### config.mk
export PLATFORM = sky130hd
export DESIGN_NAME = gray_updown_counter
export DESIGN_NICKNAME = d
export VERILOG_FILES = /design/src/rtl/gray_pkg.sv /design/src/rtl/gray_updown_counter.sv
export SDC_FILE = /design/constraint.sdc
export NUM_CORES = 1
export LEC_CHECK = 0
export CORE_AREA = 8 8 45 47
export CTS_CLUSTER_DIAMETER = 200
export DETAILED_ROUTE_END_ITERATION = 7
export DIE_AREA = 0 0 53 55
export PLACE_DENSITY = 0.71
export REMOVE_ABC_BUFFERS = 1
export SETUP_SLACK_MARGIN = 0.2
export SKIP_LAST_GASP = 1
export SYNTH_ARGS = -nofsm -noshare
export SYNTH_HDL_FRONTEND = slang
export SYNTH_SLANG_ARGS = --single-unit
### constraint.sdc
create_clock -name clk -period 4.7 [get_ports clk]
set_clock_uncertainty 0.1 [all_clocks]
set_input_delay 0.94 -clock clk [delete_from_list [all_inputs] [get_ports clk]]
set_output_delay 0.94 -clock clk [all_outputs]
set_load 0.01 [all_outputs]
### src/rtl/gray_pkg.sv
// Shared Gray-code helpers and direction encoding for the up/down Gray counter
// and for consumers that resynchronise its Gray bus in another clock domain.
package gray_pkg;

  // Widest counter supported; the helpers work on this width and callers
  // zero-extend on the way in and truncate on the way out.
  localparam int MAX_W = 16;

  // Direction encoding on the ud input.
  localparam logic UP   = 1'b1;
  localparam logic DOWN = 1'b0;

  // Binary to Gray: each Gray bit is the XOR of adjacent binary bits.
  function automatic logic [MAX_W-1:0] bin2gray(input logic [MAX_W-1:0] b);
    return b ^ (b >> 1);
  endfunction

  // Gray to binary: prefix XOR running down from the MSB.
  function automatic logic [MAX_W-1:0] gray2bin(input logic [MAX_W-1:0] g);
    logic [MAX_W-1:0] b;
    b[MAX_W-1] = g[MAX_W-1];
    for (int i = MAX_W - 2; i >= 0; i--) begin
      b[i] = b[i+1] ^ g[i];
    end
    return b;
  endfunction

endpackage

### src/rtl/gray_updown_counter.sv
// Parametrised up/down Gray-code counter. The count is kept in binary; the
// Gray output is registered on the same edge so it is glitch-free and safe
// to sample from another clock domain.
module gray_updown_counter
  import gray_pkg::*;
#(
  parameter int WIDTH     = 4,
  parameter int WRAP      = 1,
  parameter int RESET_VAL = 0
) (
  input  logic             clk,
  input  logic             reset,
  input  logic             en,
  input  logic             ud,
  input  logic             load,
  input  logic [WIDTH-1:0] load_val,
  output logic [WIDTH-1:0] qgray,
  output logic [WIDTH-1:0] qbin,
  output logic             at_max,
  output logic             at_min,
  output logic             wrap_p,
  output logic             sat
);

  localparam logic [WIDTH-1:0] RST_BIN  = WIDTH'(RESET_VAL);
  localparam logic [WIDTH-1:0] RST_GRAY = RST_BIN ^ (RST_BIN >> 1);

  if (WIDTH < 2 || WIDTH > MAX_W) begin : g_bad_width
    $error("gray_updown_counter: WIDTH must be in 2..16");
  end
  if (RESET_VAL < 0 || RESET_VAL >= (1 << WIDTH)) begin : g_bad_reset_val
    $error("gray_updown_counter: RESET_VAL must fit in WIDTH bits");
  end

  logic [WIDTH-1:0] nxt_bin;
  logic [WIDTH-1:0] nxt_gray;
  logic             nxt_wrap;
  logic             nxt_sat;

  // Terminal-count flags are decoded straight from the registered count.
  assign at_max = &qbin;
  assign at_min = ~|qbin;

  // Next-state selection: load beats en beats hold; ends wrap or saturate.
  always_comb begin
    nxt_bin  = qbin;
    nxt_wrap = 1'b0;
    nxt_sat  = sat;
    if (load) begin
      nxt_bin = load_val;
      nxt_sat = 1'b0;
    end else if (en) begin
      if (ud == UP) begin
        if (!at_max) begin
          nxt_bin = qbin + WIDTH'(1);
          nxt_sat = 1'b0;
        end else if (WRAP != 0) begin
          nxt_bin  = '0;
          nxt_wrap = 1'b1;
          nxt_sat  = 1'b0;
        end else begin
          nxt_sat = 1'b1;
        end
      end else begin
        if (!at_min) begin
          nxt_bin = qbin - WIDTH'(1);
          nxt_sat = 1'b0;
        end else if (WRAP != 0) begin
          nxt_bin  = '1;
          nxt_wrap = 1'b1;
          nxt_sat  = 1'b0;
        end else begin
          nxt_sat = 1'b1;
        end
      end
    end
    nxt_gray = WIDTH'(bin2gray(MAX_W'(nxt_bin)));
  end

  // Binary count, Gray image and event flags all update on the same edge.
  always_ff @(posedge clk or negedge reset) begin
    if (!reset) begin
      qbin   <= RST_BIN;
      qgray  <= RST_GRAY;
      wrap_p <= 1'b0;
      sat    <= 1'b0;
    end else begin
      qbin   <= nxt_bin;
      qgray  <= nxt_gray;
      wrap_p <= nxt_wrap;
      sat    <= nxt_sat;
    end
  end

  // A counting cycle may move at most one Gray bit, including across a wrap.
  a_one_bit_step : assert property (
    @(posedge clk) disable iff (!reset)
    (en && !load) |=> ($countones(qgray ^ $past(qgray)) <= 1)
  );

endmodule

==> run_results.csv, run 1 <==
group,metric,value,unit
drt,post_drt_wl_per_cell,14.6,µm
synthesis,yosysTopAreaCell,"dfrtp_1",
grt,grt_max_degree,9,
cts,cts_tree,"built",
sta,hold_viol,0,
critical_path,startpoint_type,"flip-flop",
critical_path,crit_type,"reg -> out",
pwr,power_density,344,nW/µm²
sta,min_period_over_period,59.9,%
synthesis,synth_seq_cells,8,
place,io_buffer_count,19,
sta,fmax,0.355,GHz
cts,cts_buffers,3,
synthesis,yosysMostFrequentCell,"dfrtp_1",
cts,cts_setup_buffers,0,
critical_path,cp_max_fo,8,
drt,routed_wl,1240,µm
status,status,"finished, final reports clean",
floorplanning,start_util,38.9,%
floorplanning,coreArea,1380,µm²
grt,overflow,0,
pwr,leakage,0.316,nW
cts,clockBufferDepth,2,
grt,grt_pass1_wl,1820,µm
drt,drtAntennaViolNets,0,
synthesis,synth_cell_type_count,28,
job,maxCapViolCount,0,
cts,cts_resized,0,
synthesis,syn_inst,52,
synthesis,yosys.area.top_type_share,37.2,%
drt,routed_via_density,5.16,
place,post-place-cells,82,
cts,path_clk_slew,50,ps
floorplanning,die-area,2920,µm²
floorplanning,ios,21,
min_path,hold_path_class,"reg -> reg",
final_layout,antenna_cells,0,
critical_path,crit_arrival,1770,ps
final_layout,drive_gt1_share,11.6,%
critical_path,end_kind,"output port",
synthesis,synth_area_leaders,"dfrtp_1, xnor2_1, ha_1",
drt,drc,0,
sta,slew_viol_final,0,
sta,final-setup-viol-count,0,
floorplanning,die_h,55,µm
drt,drtIter0Drc,11,
sta,min_period,2810,ps
final_layout,nets,82,
synthesis,ys_seq_area_share,37.2,%
cts,clock_latency,250,ps
synthesis,synthTopCellsByCount,"dfrtp_1, inv_1, xnor2_1",
drt,drt_pass1_iterations,2,
cts,htreeDepth,1,
place,place.gp.congestion,0.687,
synthesis,synth.avg_cell_area,10.3,µm²
cts,cts_num_sinks,8,
final_layout,syn_to_final_growth,34.9,%
floorplanning,fp-row-count,14,
grt,grt_usage,8.97,%
place,dp_hpwl,980,µm
synthesis,synth_edf_count,0,
floorplanning,die_w,53,µm
grt,grt_pass1_vias,393,
cts,cts_hold_buf,0,
synthesis,ys.flop_type,"dfrtp_1",
pwr,ir_drop,0.208,mV
synthesis,syn_area,538,µm²
cts,cts-root-buf,"clkbuf_4",
sta,fin_setup_tns,0,ps
synthesis,ys_warn_count,0,
synthesis,synth_async_sr_flop_share,100,%
final_layout,final_cells,85,
pwr,p_total,0.249,mW
critical_path,cp.required,3660,ps
sta,rsz0062_at_grt,"no",
grt,antenna_found_initial,0,
drt,vias,439,
-- logic make-up after synthesis --
logic type,count (synthesis),share of synthesized area (%)
flops,8,37.2
simple gates,9,9.54
buf+inv,11,12.6
fa+ha+maj,2,4.65
xor+xnor,5,8.14
mux,5,12.8
other cells,1,0.697
compound gates,11,14.4
-- layout by cell type, fill, tap and decap left out --
| master | Yosys | layout |
|---|---|---|
| a21oi_1 | 3 | 3 |
| a22o_1 | 1 | 1 |
| a31o_2 | 1 | 1 |
| a31oi_1 | 1 | 1 |
| and3_1 | 2 | 2 |
| clkbuf_4 | 0 | 3 |
| clkdlybuf4s50_1 | 0 | 19 |
| conb_1 | 1 | 1 |
| dfrtp_1 | 8 | 8 |
| ha_1 | 2 | 2 |
| inv_1 | 6 | 6 |
| mux2_2 | 1 | 1 |
| mux2_4 | 1 | 1 |
| mux2i_1 | 2 | 2 |
| mux2i_4 | 1 | 1 |
| nand2_2 | 1 | 1 |
| nor2_1 | 3 | 3 |
| nor3b_1 | 2 | 2 |
| nor4_1 | 1 | 1 |
| o21ai_0 | 1 | 1 |
| o21bai_1 | 1 | 1 |
| o221ai_1 | 1 | 1 |
| o311ai_0 | 1 | 1 |
| o311ai_1 | 1 | 1 |
| xnor2_1 | 4 | 4 |
| xor2_1 | 1 | 1 |
-- path summary, 6_finish.rpt --
kind / from / end / slack [ps] / cells after the start
max reg2reg: qbin[0] / qgray[0] / 2810 / 7
max in group asynchronous: reset / qgray[1] / 3380 / 1
min in group asynchronous: reset / qgray[2] / 870 / 1
max: qbin[0] / at_min / 1890 / 4
min reg2reg: qbin[3] / qbin[3] / 720 / 3
min: qbin[3] / qbin[3] / 720 / 3
-- power breakdown --
part	internal (mW)	switching, mW
Combinational	0.0592	0.0430
Sequential	0.0823	0.0134
Clock	0.0291	0.0224
Total	0.171	0.0787
-- critical path: stages, from the launching register on --
cell and delay (ps):
dfrtp_1 450, inv_1 120, ha_1 210, and3_1 190
clkdlybuf4s50_1 550
-- per-layer routing --
metal	share of wire, %	track usage [%]	routed length [µm]
met1	38	8.84	466
met2	49	14.3	603
met3	11	4.81	132
met4	3.1	6.47	38
met5	0	0	0
-- stage by stage --
step                hold WS [ps]  area, µm²  utilization (%)  setup slack [ps]
finish                       720        726             52.4              1890
global route                 797        726             52.4              1780
detailed placement           713        703             50.8              2020
global placement             692        703             50.8              2040
floorplan                    544        493                -              2660
CTS                          725        726             52.4              1870
-- cell type report --
class                   count  area [µm²]
clock buffers               3        22.5
inverters                   6        22.5
multi-input cells          33         270
repair buffers             19         190
well taps                  16        20.0
fillers                   146         658
flip-flops and latches      8         200
-- flip-flops by register name (all words and copies together) (netlist names) --
name,flops
qbin,4
qgray,3
wrap_p,1
(Power assumes the default switching activity.)
==> inputs of run 2 (changes only) <==
- CORE_AREA: 8 8 45 47 -> default
- CORE_MARGIN: default -> 8
- CORE_UTILIZATION: default -> 41
- DIE_AREA: 0 0 53 55 -> default
- PLACE_DENSITY: 0.71 -> 0.72
- clock period: 4.7 -> 2.65 ns (I/O delays scaled with it)
==> run_results.csv, run 2 (synthesized netlist as in run 1, its figures left out) <==
group,metric,value,unit
floorplanning,start_util,42.4,%
drt,vias,431,
place,io_buffer_count,19,
drt,routed_via_density,5.13,
pwr,p_int,0.305,mW
cts,cts-root-buf,"clkbuf_4",
critical_path,crit_type,"reg -> out",
grt,grt_max_degree,9,
cts,clockBufferDepth,2,
place,dpl_cell_area,702,µm²
final_layout,final_cells,84,
final_layout,fill_cells,119,
final_layout,regMostFlops,"qbin",
pwr,combPwrFrac,41.2,%
cts,cts_resized,0,
drt,drc,0,
final_layout,final_area,729,µm²
cts,clock_latency,250,ps
final_layout,drive_gt1_share,15.9,%
place,pre_cts_slack,391,ps
critical_path,r2r_end,"qgray[2]",
status,status,"finished, final reports clean",
floorplanning,coreArea,1270,µm²
pwr,ir_drop,0.313,mV
critical_path,crit_arrival,1750,ps
sta,min_period,2380,ps
pwr,leakage,0.312,nW
drt,wl_met1,484,µm
sta,worst_slack,271,ps
cts,cts_setup_buffers,0,
cts,htreeDepth,1,
floorplanning,ios,21,
floorplanning,die_w,52.2,µm
drt,wl_met2,548,µm
grt,grt_pass1_vias,443,
min_path,hold_path_class,"in -> async",
critical_path,cp.required,2020,ps
drt,highest_layer,"met4",
grt,overflow,0,
final_layout,biggestRegsByFlops,"qbin: 4 flops, qgray: 3 flops, wrap_p: 1 flops",
pwr,switching_share,31.4,%
sta,slew_viol_final,0,
grt,antenna_found_initial,0,
place,dp_hpwl,949,µm
drt,post_drt_wl_per_cell,13.9,µm
drt,drtIter0Drc,9,
job,maxCapViolCount,0,
drt,dr_wl_met3,107,µm
floorplanning,fp-row-count,13,
cts,cts_tree,"built",
floorplanning,die-area,2730,µm²
critical_path,startpoint_type,"flip-flop",
final_layout,antenna_cells,0,
sta,hold_viol,0,
critical_path,cp_max_fo,8,
pwr,switching_power,0.139,mW
critical_path,reg2reg_depth,7,
pwr,seq_power_share,38.7,%
final_layout,final_common_cell,"clkdlybuf4s50_1",
cts,cts_num_sinks,8,
critical_path,startpoint,"qbin[0]",
sta,min_period_over_period,89.8,%
drt,drtAntennaViolNets,0,
grt,grt_pass1_wl,1940,µm
place,place.gp.congestion,0.724,
sta,fin_setup_tns,0,ps
sta,final-setup-viol-count,0,
sta,fmax,0.420,GHz
drt,routed_wl,1170,µm
final_layout,largest_register_ffs,4,
grt,grt_usage,9.60,%
final_layout,syn_to_final_growth,35.6,%
critical_path,end_kind,"output port",
cts,path_clk_slew,50,ps
final_layout,mostFrequentLayoutCells,"clkdlybuf4s50_1, inv_1, dfrtp_1",
cts,cts_hold_buf,0,
cts,cts_buffers,3,
sta,hold_ws,454,ps
place,post-place-cells,81,
drt,drt_pass1_iterations,5,
pwr,power_density,609,nW/µm²
final_layout,nets,82,
floorplanning,die_h,52.2,µm
sta,rsz0062_at_grt,"no",
critical_path,r2r-start,"qbin[0]",
critical_path,rrSetupSlack,750,ps
pwr,pwr-share-clk,20.2,%
## run 2: how the worst max path moves through the flow
stage / endpoint / slack, ps / cells past startpoint
2_1_floorplan: qgray[0] / 870 / 7
6_report: at_min / 270 / 4
4_1_cts: at_min / 230 / 4
3_3_place_gp: qgray[1] / 410 / 6
5_1_grt: at_min / 210 / 4
3_5_place_dp: qgray[1] / 390 / 6
## run 2: layout make-up
| type | count | area [µm²] | share of cell area [%] |
|---|---|---|---|
| repair buffers | 19 | 190 | 26.1 |
| inverters | 6 | 22.5 | 3.09 |
| flip-flops and latches | 8 | 203 | 27.8 |
| well taps | 15 | 18.8 | 2.57 |
| multi-input cells | 33 | 273 | 37.4 |
| clock buffers | 3 | 22.5 | 3.09 |
## run 2: power groups by stage
stage,Sequential (mW),Clock [mW],Combinational [mW]
floorplan,0.181,0,0.0817
global placement,0.171,0,0.183
detailed placement,0.173,0,0.183
CTS,0.171,0.0957,0.184
global route,0.175,0.104,0.201
finish,0.172,0.0895,0.183
## run 2: critical path: stages (launching register included)
cell and delay (ps):
dfrtp_2 450, inv_1 110, ha_2 210, and3_1 190, clkdlybuf4s50_1 540
## run 2: per-stage QoR
step | total power, mW | utilization [%]
2_1_floorplan | 0.263 | -
5_1_grt | 0.479 | 57.5
3_3_place_gp | 0.354 | 55.3
6_report | 0.444 | 57.5
4_1_cts | 0.450 | 57.1
3_5_place_dp | 0.356 | 55.3
## run 2: routing by layer
| metal | up-vias | track usage, % |
|---|---|---|
| li1 | 209 | - |
| met1 | 193 | 11.2 |
| met2 | 27 | 14.2 |
| met3 | 2 | 3.69 |
| met4 | 0 | 6.47 |
| met5 | - | 0 |
==> inputs of run 3 (changes only) <==
- GPL_TIMING_DRIVEN: default -> 0
==> run_results.csv, run 3 (synthesized netlist as in run 1, its figures left out) <==
group,metric,value,unit
final_layout,regArea,203,µm²
final_layout,largest_register_ffs,4,
critical_path,r2r_end,"qgray[0]",
floorplanning,fp-row-count,13,
final_layout,regMostFlops,"qbin",
final_layout,fill_cells,115,
critical_path,path_cells,"inv_1 -> ha_1 -> and3_1 -> clkdlybuf4s50_1",
cts,cts-root-buf,"clkbuf_4",
final_layout,biggestRegsByFlops,"qbin: 4 flops, qgray: 3 flops, wrap_p: 1 flops",
drt,drtIter0Drc,6,
pwr,ir_drop,0.278,mV
critical_path,cp.required,2020,ps
grt,antenna_found_initial,0,
grt,grt_usage,9.48,%
final_layout,final_area,727,µm²
final_layout,mostFrequentLayoutCells,"clkdlybuf4s50_1, inv_1, dfrtp_1",
grt,grt_pass1_wl,1970,µm
place,dp_hpwl,969,µm
cts,cts_resized,0,
cts,cts_tree,"built",
final_layout,nets,82,
critical_path,cp-endpoint,"at_min",
cts,cts_num_sinks,8,
critical_path,r2r-start,"qbin[0]",
grt,grt_pass1_vias,448,
drt,routed_wl,1200,µm
floorplanning,die_h,52.2,µm
cts,cts_setup_buffers,0,
drt,post_drt_wl_per_cell,14.3,µm
status,status,"finished, final reports clean",
floorplanning,die_w,52.2,µm
sta,hold_viol,0,
critical_path,startpoint_type,"flip-flop",
pwr,leakage,0.313,nW
final_layout,antenna_cells,0,
cts,clockBufferDepth,2,
min_path,hold_path_class,"in -> async",
cts,htreeDepth,1,
place,place.gp.congestion,0.767,
critical_path,end_kind,"output port",
critical_path,worstSetupPathDepth,4,
critical_path,reg2reg_depth,7,
job,maxCapViolCount,0,
final_layout,syn_to_final_growth,35.1,%
drt,drt_pass1_iterations,4,
drt,drtAntennaViolNets,0,
sta,final-setup-viol-count,0,
grt,overflow,0,
sta,fin_setup_tns,0,ps
final_layout,drive_gt1_share,14.5,%
floorplanning,start_util,42.4,%
sta,rsz0062_at_grt,"yes",
floorplanning,die-area,2730,µm²
critical_path,crit_family,"buffers and inverters",
pwr,power_density,615,nW/µm²
pwr,p_total,0.447,mW
sta,min_period_over_period,89.3,%
sta,min_period,2370,ps
sta,fmax,0.422,GHz
critical_path,slowest_stage,"clkdlybuf4s50_1",
drt,drc,0,
critical_path,path_buf_inv,2,
cts,path_clk_slew,60,ps
floorplanning,ios,21,
floorplanning,coreArea,1270,µm²
final_layout,final_common_cell,"clkdlybuf4s50_1",
critical_path,cp_max_fo,8,
drt,routed_via_density,5.11,
cts,clock_latency,250,ps
cts,cts_hold_buf,0,
critical_path,crit_type,"reg -> out",
drt,vias,429,
critical_path,rrSetupSlack,820,ps
critical_path,startpoint,"qbin[0]",
critical_path,cpPeakStageDelay,540,ps
place,dpl_cell_area,702,µm²
cts,cts_buffers,3,
place,io_buffer_count,19,
sta,slew_viol_final,0,
final_layout,multi_input_area,270,µm²
critical_path,crit_arrival,1740,ps
grt,grt_max_degree,9,
-- run 3: cell count changes in the layout (fill, tap and decap cells not counted) --
cell	delta
ha_1	+1
ha_2	-1
-- run 3: worst min path at each step --
stage | from | to | depth (start not counted) | slack [ps]
final | reset | wrap_p | 1 | 450
after global routing | reset | wrap_p | 1 | 480
after detailed placement | qbin[3] | qbin[3] | 3 | 690
after global placement | qbin[3] | qbin[3] | 3 | 690
after floorplan | reset | qbin[0] | 0 | 130
after CTS | reset | wrap_p | 1 | 460
-- run 3: routing by layer --
metal	part of all wire [%]	vias up	track usage, %	wire [µm]
met1	43	197	11.2	512
met3	8.3	2	3.69	100
met5	0	-	0	0
li1	-	211	-	-
met2	47	19	14.4	569
met4	1.3	0	5.17	16
-- run 3: power breakdown --
part | internal, mW | total, mW | switching, mW
Combinational | 0.105 | 0.183 | 0.0780
Clock | 0.0518 | 0.0932 | 0.0414
Sequential | 0.147 | 0.171 | 0.0238
Total | 0.304 | 0.447 | 0.143
-- run 3: stage by stage --
stage	setup slack (ps)	hold slack, ps	instances	utilization (%)
detailed placement	361	691	81	55.3
CTS	240	463	84	57.1
global route	192	482	84	57.3
floorplan	870	134	47	-
global placement	378	688	81	55.3
finish	283	451	84	57.3
-- run 3: final cells by class --
cell class | count | area share, %
Multi-Input combinational cell | 33 | 37.2
Inverter | 6 | 3.10
Timing Repair Buffer | 19 | 26.2
Sequential cell | 8 | 27.9
Clock buffer | 3 | 3.10
Tap cell | 15 | 2.58
-- run 3: worst register-to-register path: stages, from the launching register on --
cell and delay [ps]:
dfrtp_2 430, inv_1 90, ha_1 240, nor3b_1 160, o221ai_1 170, o21ai_0 100, mux2_2 290, xnor2_1 120
